--- src/rtl/key_matrix_scan.sv ---
// Row/column key-matrix scanner: drives one row at a time, debounces every key,
// and emits press/release events on a valid/ready port, stalling the scan rather than drop one.
module key_matrix_scan #(
  parameter int unsigned NUM_ROWS              = 4,
  parameter int unsigned NUM_ROWS_WIDTH        = 2,
  parameter int unsigned NUM_COLS              = 4,
  parameter int unsigned NUM_COLS_WIDTH        = 2,
  parameter int unsigned SCAN_DELAY            = 1000,
  parameter int unsigned SCAN_DELAY_WIDTH      = 10,
  parameter int unsigned DEBOUNCE_SCANS        = 4,
  parameter int unsigned DEBOUNCE_WIDTH        = 3,
  parameter bit          ROW_OUTPUT_ACTIVE_LOW = 1'b1,
  parameter bit          COL_INPUT_ACTIVE_LOW  = 1'b1
) (
  input  logic                         clk,
  input  logic                         i_rst_n,
  input  logic [NUM_COLS-1:0]          i_cols,
  output logic [NUM_ROWS-1:0]          o_rows,
  output logic [NUM_ROWS*NUM_COLS-1:0] o_keys,
  output logic                         o_key_valid,
  input  logic                         i_key_ready,
  output logic [NUM_ROWS_WIDTH-1:0]    o_key_row,
  output logic [NUM_COLS_WIDTH-1:0]    o_key_col,
  output logic                         o_key_pressed
);

  localparam int unsigned NUM_KEYS  = NUM_ROWS * NUM_COLS;
  localparam int unsigned KEY_IDX_W = NUM_ROWS_WIDTH + NUM_COLS_WIDTH;

  localparam logic [0:0] S_DWELL = 1'b0;
  localparam logic [0:0] S_EVAL  = 1'b1;

  logic [NUM_COLS-1:0]         r_sync1, r_sync2, r_sample;
  logic [0:0]                  r_state;
  logic [SCAN_DELAY_WIDTH-1:0] r_dwell;
  logic [NUM_ROWS_WIDTH-1:0]   r_row;
  logic [NUM_COLS_WIDTH-1:0]   r_col;
  logic [NUM_KEYS-1:0]         r_keys;
  logic [DEBOUNCE_WIDTH-1:0]   r_cnt [NUM_KEYS];
  logic                        r_valid;
  logic [NUM_ROWS_WIDTH-1:0]   r_ev_row;
  logic [NUM_COLS_WIDTH-1:0]   r_ev_col;
  logic                        r_ev_pressed;

  logic [NUM_COLS-1:0]       w_raw;
  logic [KEY_IDX_W-1:0]      w_key_idx;
  logic                      w_key_raw, w_key_state, w_differ, w_hit;
  logic                      w_eval, w_stall, w_load, w_last_col, w_last_dwell;
  logic [DEBOUNCE_WIDTH-1:0] w_cnt_inc;
  logic [NUM_ROWS_WIDTH-1:0] w_next_row;
  logic [NUM_ROWS-1:0]       w_row_onehot;

  assign w_raw        = COL_INPUT_ACTIVE_LOW ? ~r_sync2 : r_sync2;
  assign w_key_idx    = KEY_IDX_W'(r_row) * KEY_IDX_W'(NUM_COLS) + KEY_IDX_W'(r_col);
  assign w_key_raw    = r_sample[r_col];
  assign w_key_state  = r_keys[w_key_idx];
  assign w_cnt_inc    = r_cnt[w_key_idx] + 1'b1;
  assign w_differ     = w_key_raw != w_key_state;
  assign w_hit        = w_differ && (w_cnt_inc == DEBOUNCE_WIDTH'(DEBOUNCE_SCANS));
  assign w_eval       = r_state == S_EVAL;
  // A key that needs to emit while the previous event is still unaccepted freezes the scan.
  assign w_stall      = w_eval && w_hit && r_valid && !i_key_ready;
  assign w_load       = w_eval && w_hit && !w_stall;
  assign w_last_col   = r_col == NUM_COLS_WIDTH'(NUM_COLS - 1);
  assign w_last_dwell = r_dwell == SCAN_DELAY_WIDTH'(SCAN_DELAY - 1);
  assign w_next_row   = (r_row == NUM_ROWS_WIDTH'(NUM_ROWS - 1)) ? '0 : r_row + 1'b1;
  assign w_row_onehot = NUM_ROWS'(1) << r_row;

  assign o_rows        = ROW_OUTPUT_ACTIVE_LOW ? ~w_row_onehot : w_row_onehot;
  assign o_keys        = r_keys;
  assign o_key_valid   = r_valid;
  assign o_key_row     = r_ev_row;
  assign o_key_col     = r_ev_col;
  assign o_key_pressed = r_ev_pressed;

  always_ff @(posedge clk or negedge i_rst_n) begin
    if (!i_rst_n) begin
      r_sync1 <= {NUM_COLS{COL_INPUT_ACTIVE_LOW}};
      r_sync2 <= {NUM_COLS{COL_INPUT_ACTIVE_LOW}};
    end else begin
      r_sync1 <= i_cols;
      r_sync2 <= r_sync1;
    end
  end

  always_ff @(posedge clk or negedge i_rst_n) begin
    if (!i_rst_n) begin
      r_state  <= S_DWELL;
      r_dwell  <= '0;
      r_row    <= '0;
      r_col    <= '0;
      r_sample <= '0;
    end else if (r_state == S_DWELL) begin
      if (w_last_dwell) begin
        r_sample <= w_raw;
        r_col    <= '0;
        r_state  <= S_EVAL;
      end else begin
        r_dwell <= r_dwell + 1'b1;
      end
    end else if (!w_stall) begin
      if (w_last_col) begin
        r_row   <= w_next_row;
        r_dwell <= '0;
        r_state <= S_DWELL;
      end else begin
        r_col <= r_col + 1'b1;
      end
    end
  end

  always_ff @(posedge clk or negedge i_rst_n) begin
    if (!i_rst_n) begin
      r_keys <= '0;
      for (int unsigned i = 0; i < NUM_KEYS; i++) r_cnt[i] <= '0;
    end else if (w_eval && !w_stall) begin
      if (!w_differ) begin
        r_cnt[w_key_idx] <= '0;
      end else if (w_hit) begin
        r_keys[w_key_idx] <= w_key_raw;
        r_cnt[w_key_idx]  <= '0;
      end else begin
        r_cnt[w_key_idx] <= w_cnt_inc;
      end
    end
  end

  always_ff @(posedge clk or negedge i_rst_n) begin
    if (!i_rst_n) begin
      r_valid      <= 1'b0;
      r_ev_row     <= '0;
      r_ev_col     <= '0;
      r_ev_pressed <= 1'b0;
    end else if (w_load) begin
      r_valid      <= 1'b1;
      r_ev_row     <= r_row;
      r_ev_col     <= r_col;
      r_ev_pressed <= w_key_raw;
    end else if (r_valid && i_key_ready) begin
      r_valid <= 1'b0;
    end
  end

endmodule

--- config.mk ---
export PLATFORM = sky130hd
export DESIGN_NAME = key_matrix_scan
export DESIGN_NICKNAME = d
export VERILOG_FILES = /design/src/rtl/key_matrix_scan.sv
export SDC_FILE = /design/constraint.sdc
export NUM_CORES = 1
export LEC_CHECK = 0
export CAP_MARGIN = 10
export CORE_UTILIZATION = 50
export CTS_CLUSTER_DIAMETER = 80
export DETAILED_ROUTE_END_ITERATION = 16
export PLACE_DENSITY = 0.72
export SLEW_MARGIN = 20
export SYNTH_ARGS = -nofsm -noshare
export SYNTH_HDL_FRONTEND = slang
export SYNTH_SLANG_ARGS = --single-unit
--- constraint.sdc ---
create_clock -name clk -period 3.89 [get_ports clk]
set_input_delay 0.5835 -clock clk [delete_from_list [all_inputs] [get_ports clk]]
set_output_delay 0.5835 -clock clk [all_outputs]
set_load 0.05 [all_outputs]
==> results_dict.tcl <==
set metrics [dict create \
    cp.arrival_ns 3.95 \
    syn_inst 384 \
    firstDrtPassIters 4 \
    yosys.area.top_type "dfrtp_1" \
    via_per_inst 5.884 \
    root_buffer "clkbuf_8" \
    final-setup-viol-count 0 \
    area.growth.synth_to_final_pct 14.53 \
    synth_top_area_share_pct 44.59 \
    synth_seq_area_share_pct 48.80 \
    status "finished, final reports clean" \
    max_slew_margin_pct 43.24 \
    dp_hpwl_um 7459 \
    hold_viol 0 \
    syn_nets 402 \
    remaining_drc_errors 0 \
    final.fill_count 809 \
    p_comb_share_pct 1.5 \
    diodes 0 \
    core_um2 9729 \
    vias 3289 \
    grt.total_usage_pct 22.98 \
    seqPwrFrac_pct 56.8 \
    grt_pass1_wl_um 17880 \
    clockBufferDepth 2 \
    p_per_area_nw_per_um2 312.5 \
    drive_gt1_share_pct 32.39 \
    fin_area_um2 5720 \
    place_area_um2 5479 \
    fin_setup_tns_ns 0 \
    initial_utilization_pct 51.34 \
    skew_ns 0.007287 \
    yosys_most_used_dff "dfrtp_1" \
    synth_edf_count 0 \
    detail-route-antenna-nets 0 \
    gp_congestion 0.8237 \
    core.rowCount 36 \
    dieArea_um2 10390 \
    cts.sinks 97 \
    avgSynthCellArea_um2 13.01 \
    drt_wl_total_um 10600 \
    post-route-util_pct 58.80 \
    path_class "flop to flop" \
    leakage_nw 2.553 \
    worstPathRequired_ns 4.15 \
    path_max_fanout 29 \
    switching_share_pct 21.34 \
    drv_slew 0 \
    yosysUniqueCellTypes 46 \
    synth_top_cells_by_area "dfrtp_1, mux2_2, mux4_2" \
    grt_max_degree 40 \
    dieWidth_um 101.9 \
    grt_pass1_vias 3442 \
    hold_ws_ns 0.1681 \
    switchingPower_mw 0.3815 \
    p_int_mw 1.406 \
    detail_route.wl_per_cell_um 18.97 \
    worst_pin_slew_ns 0.8515 \
    drv_cap 0 \
    min_period_ns 3.685 \
    cts_tree "built" \
    antenna_found_initial 0 \
    period_share_pct 94.73 \
    hold_class "input port to async pin" \
    nNetsFinal 439 \
    synth_most_common_cell "dfrtp_1" \
    ir_drop_v 0.0001868 \
    cts_setup_buffers 0 \
    clock_latency_ns 0.37 \
    total_power_mw 1.788 \
    yosysWarningCount 0 \
    die_y_um 101.9 \
    end_kind "flop" \
    ys_async_sr_fraction_pct 100.0 \
    top_level_ports 33 \
    gr-total-overflow 0 \
    drtIter0Drc 96 \
    synthTopCellsByCount "dfrtp_1, mux2_2, nand3_1, mux4_2, nand2_1" \
    htree_levels 3 \
    fmax_mhz 271.4 \
    cp-start-kind "flop" \
    synthesis.area_um2 4995 \
    seq_area_um2 2439 \
    multi_input_area_um2 2371 \
    numCtsBuffers 9 \
    ys_ff_latch 97 \
    clk_pin_slew_ns 0.09 \
    clkPwrFrac_pct 41.7 \
    portBuffers 32 \
]
cell type report:
type | instances | share of cell area, %
sequential | 97 | 42.63
multi-input combinational | 250 | 41.45
timing repair buffer | 49 | 8.071
tap | 133 | 2.909
clock buffer | 11 | 2.472
clock inverter | 5 | 1.509
inverter | 14 | 0.9624
registers in the layout, summed over array words and instances (netlist names), 4 cells and up:
name,flops
r_dwell,10
r_cnt,48
r_sync2,4
r_sync1,4
r_sample,4
o_keys,16
metal layers:
layer | GRT usage (%) | wire length (um) | vias to the layer above
met5 | 0 | 0 | -
met4 | 8.571 | 197 | 0
met3 | 4.651 | 411 | 20
met2 | 36.43 | 5100 | 79
met1 | 31.52 | 4892 | 1678
li1 | - | - | 1512
critical path, stage by stage, from the launching register on:
cell,delay (ns)
dfrtp_1,0.41
buf_12,0.18
mux4_2,0.52
mux4_2,0.52
ha_1,0.22
ha_1,0.26
nand2_1,0.14
or3_1,0.13
or3_1,0.10
o2111ai_1,0.13
buf_6,0.20
nor2_1,0.35
mux2_2,0.38
power groups by stage:
| stage | clock network, mW | logic (mW) | registers, mW |
|---|---|---|---|
| 2_1_floorplan | 0 | 0.000334 | 1.04 |
| 3_3_place_gp | 0 | 0.0277 | 1.04 |
| 3_5_place_dp | 0 | 0.0280 | 1.04 |
| 4_1_cts | 0.761 | 0.0280 | 1.02 |
| 5_1_grt | 0.797 | 0.0317 | 1.02 |
| 6_report | 0.745 | 0.0266 | 1.02 |
cells by family after synthesis:
family	count (synthesis)	share of synthesized area (%)
muxes	96	25.28
and+or+nand+nor	88	10.72
AOI/OAI and AO/OA	54	8.216
xor gates and xnor gates	1	0.3257
DFF	97	48.80
adders and majority gates	11	2.755
buffers and inverters	37	3.908
metrics by stage:
| stage | worst slack [ns] | std cells |
|---|---|---|
| global route | -0.01106 | 559 |
| floorplan | 0.2528 | 384 |
| detailed placement | 0.1743 | 543 |
| finish | 0.2048 | 559 |
| global placement | 0.2814 | 543 |
| CTS | 0.1694 | 559 |
path summary, 6_finish.rpt:
path	startpoint	end	slack, ns	cells past startpoint
max reg2reg	r_col[0]$_DFFE_PN0P_	r_cnt[6]$_DFFE_PN0P_	0.20	12
min	i_rst_n	r_dwell[5]$_DFFE_PN0P_	0.17	1
max	r_col[0]$_DFFE_PN0P_	r_cnt[6]$_DFFE_PN0P_	0.20	12
min in group clk	r_sync1[1]$_DFF_PN1_	r_sync2[1]$_DFF_PN1_	0.36	0
min reg2reg	r_sync1[1]$_DFF_PN1_	r_sync2[1]$_DFF_PN1_	0.36	0
max in group asynchronous	i_rst_n	r_cnt[42]$_DFFE_PN0P_	2.93	2
cell usage in the layout, fill, tap and decap left out, types with 8 or more instances in the layout:
master	n
o21ai_0	10
o311ai_1	10
dfstp_2	8
clkdlybuf4s50_1	31
mux2_1	11
nand2_1	15
mux2_2	60
mux4_2	17
nor2_1	14
inv_1	11
mux2i_1	8
buf_4	16
ha_1	11
nand3_1	18
a21oi_1	11
dfrtp_1	88
clkbuf_8	10
or3_1	8
repair_timing:
action,in CTS,in global routing
hold buffers,0,0
resized for setup,0,3
endpoints found under the setup margin,0,38
No activity file was read; power rests on OpenSTA's default activity.
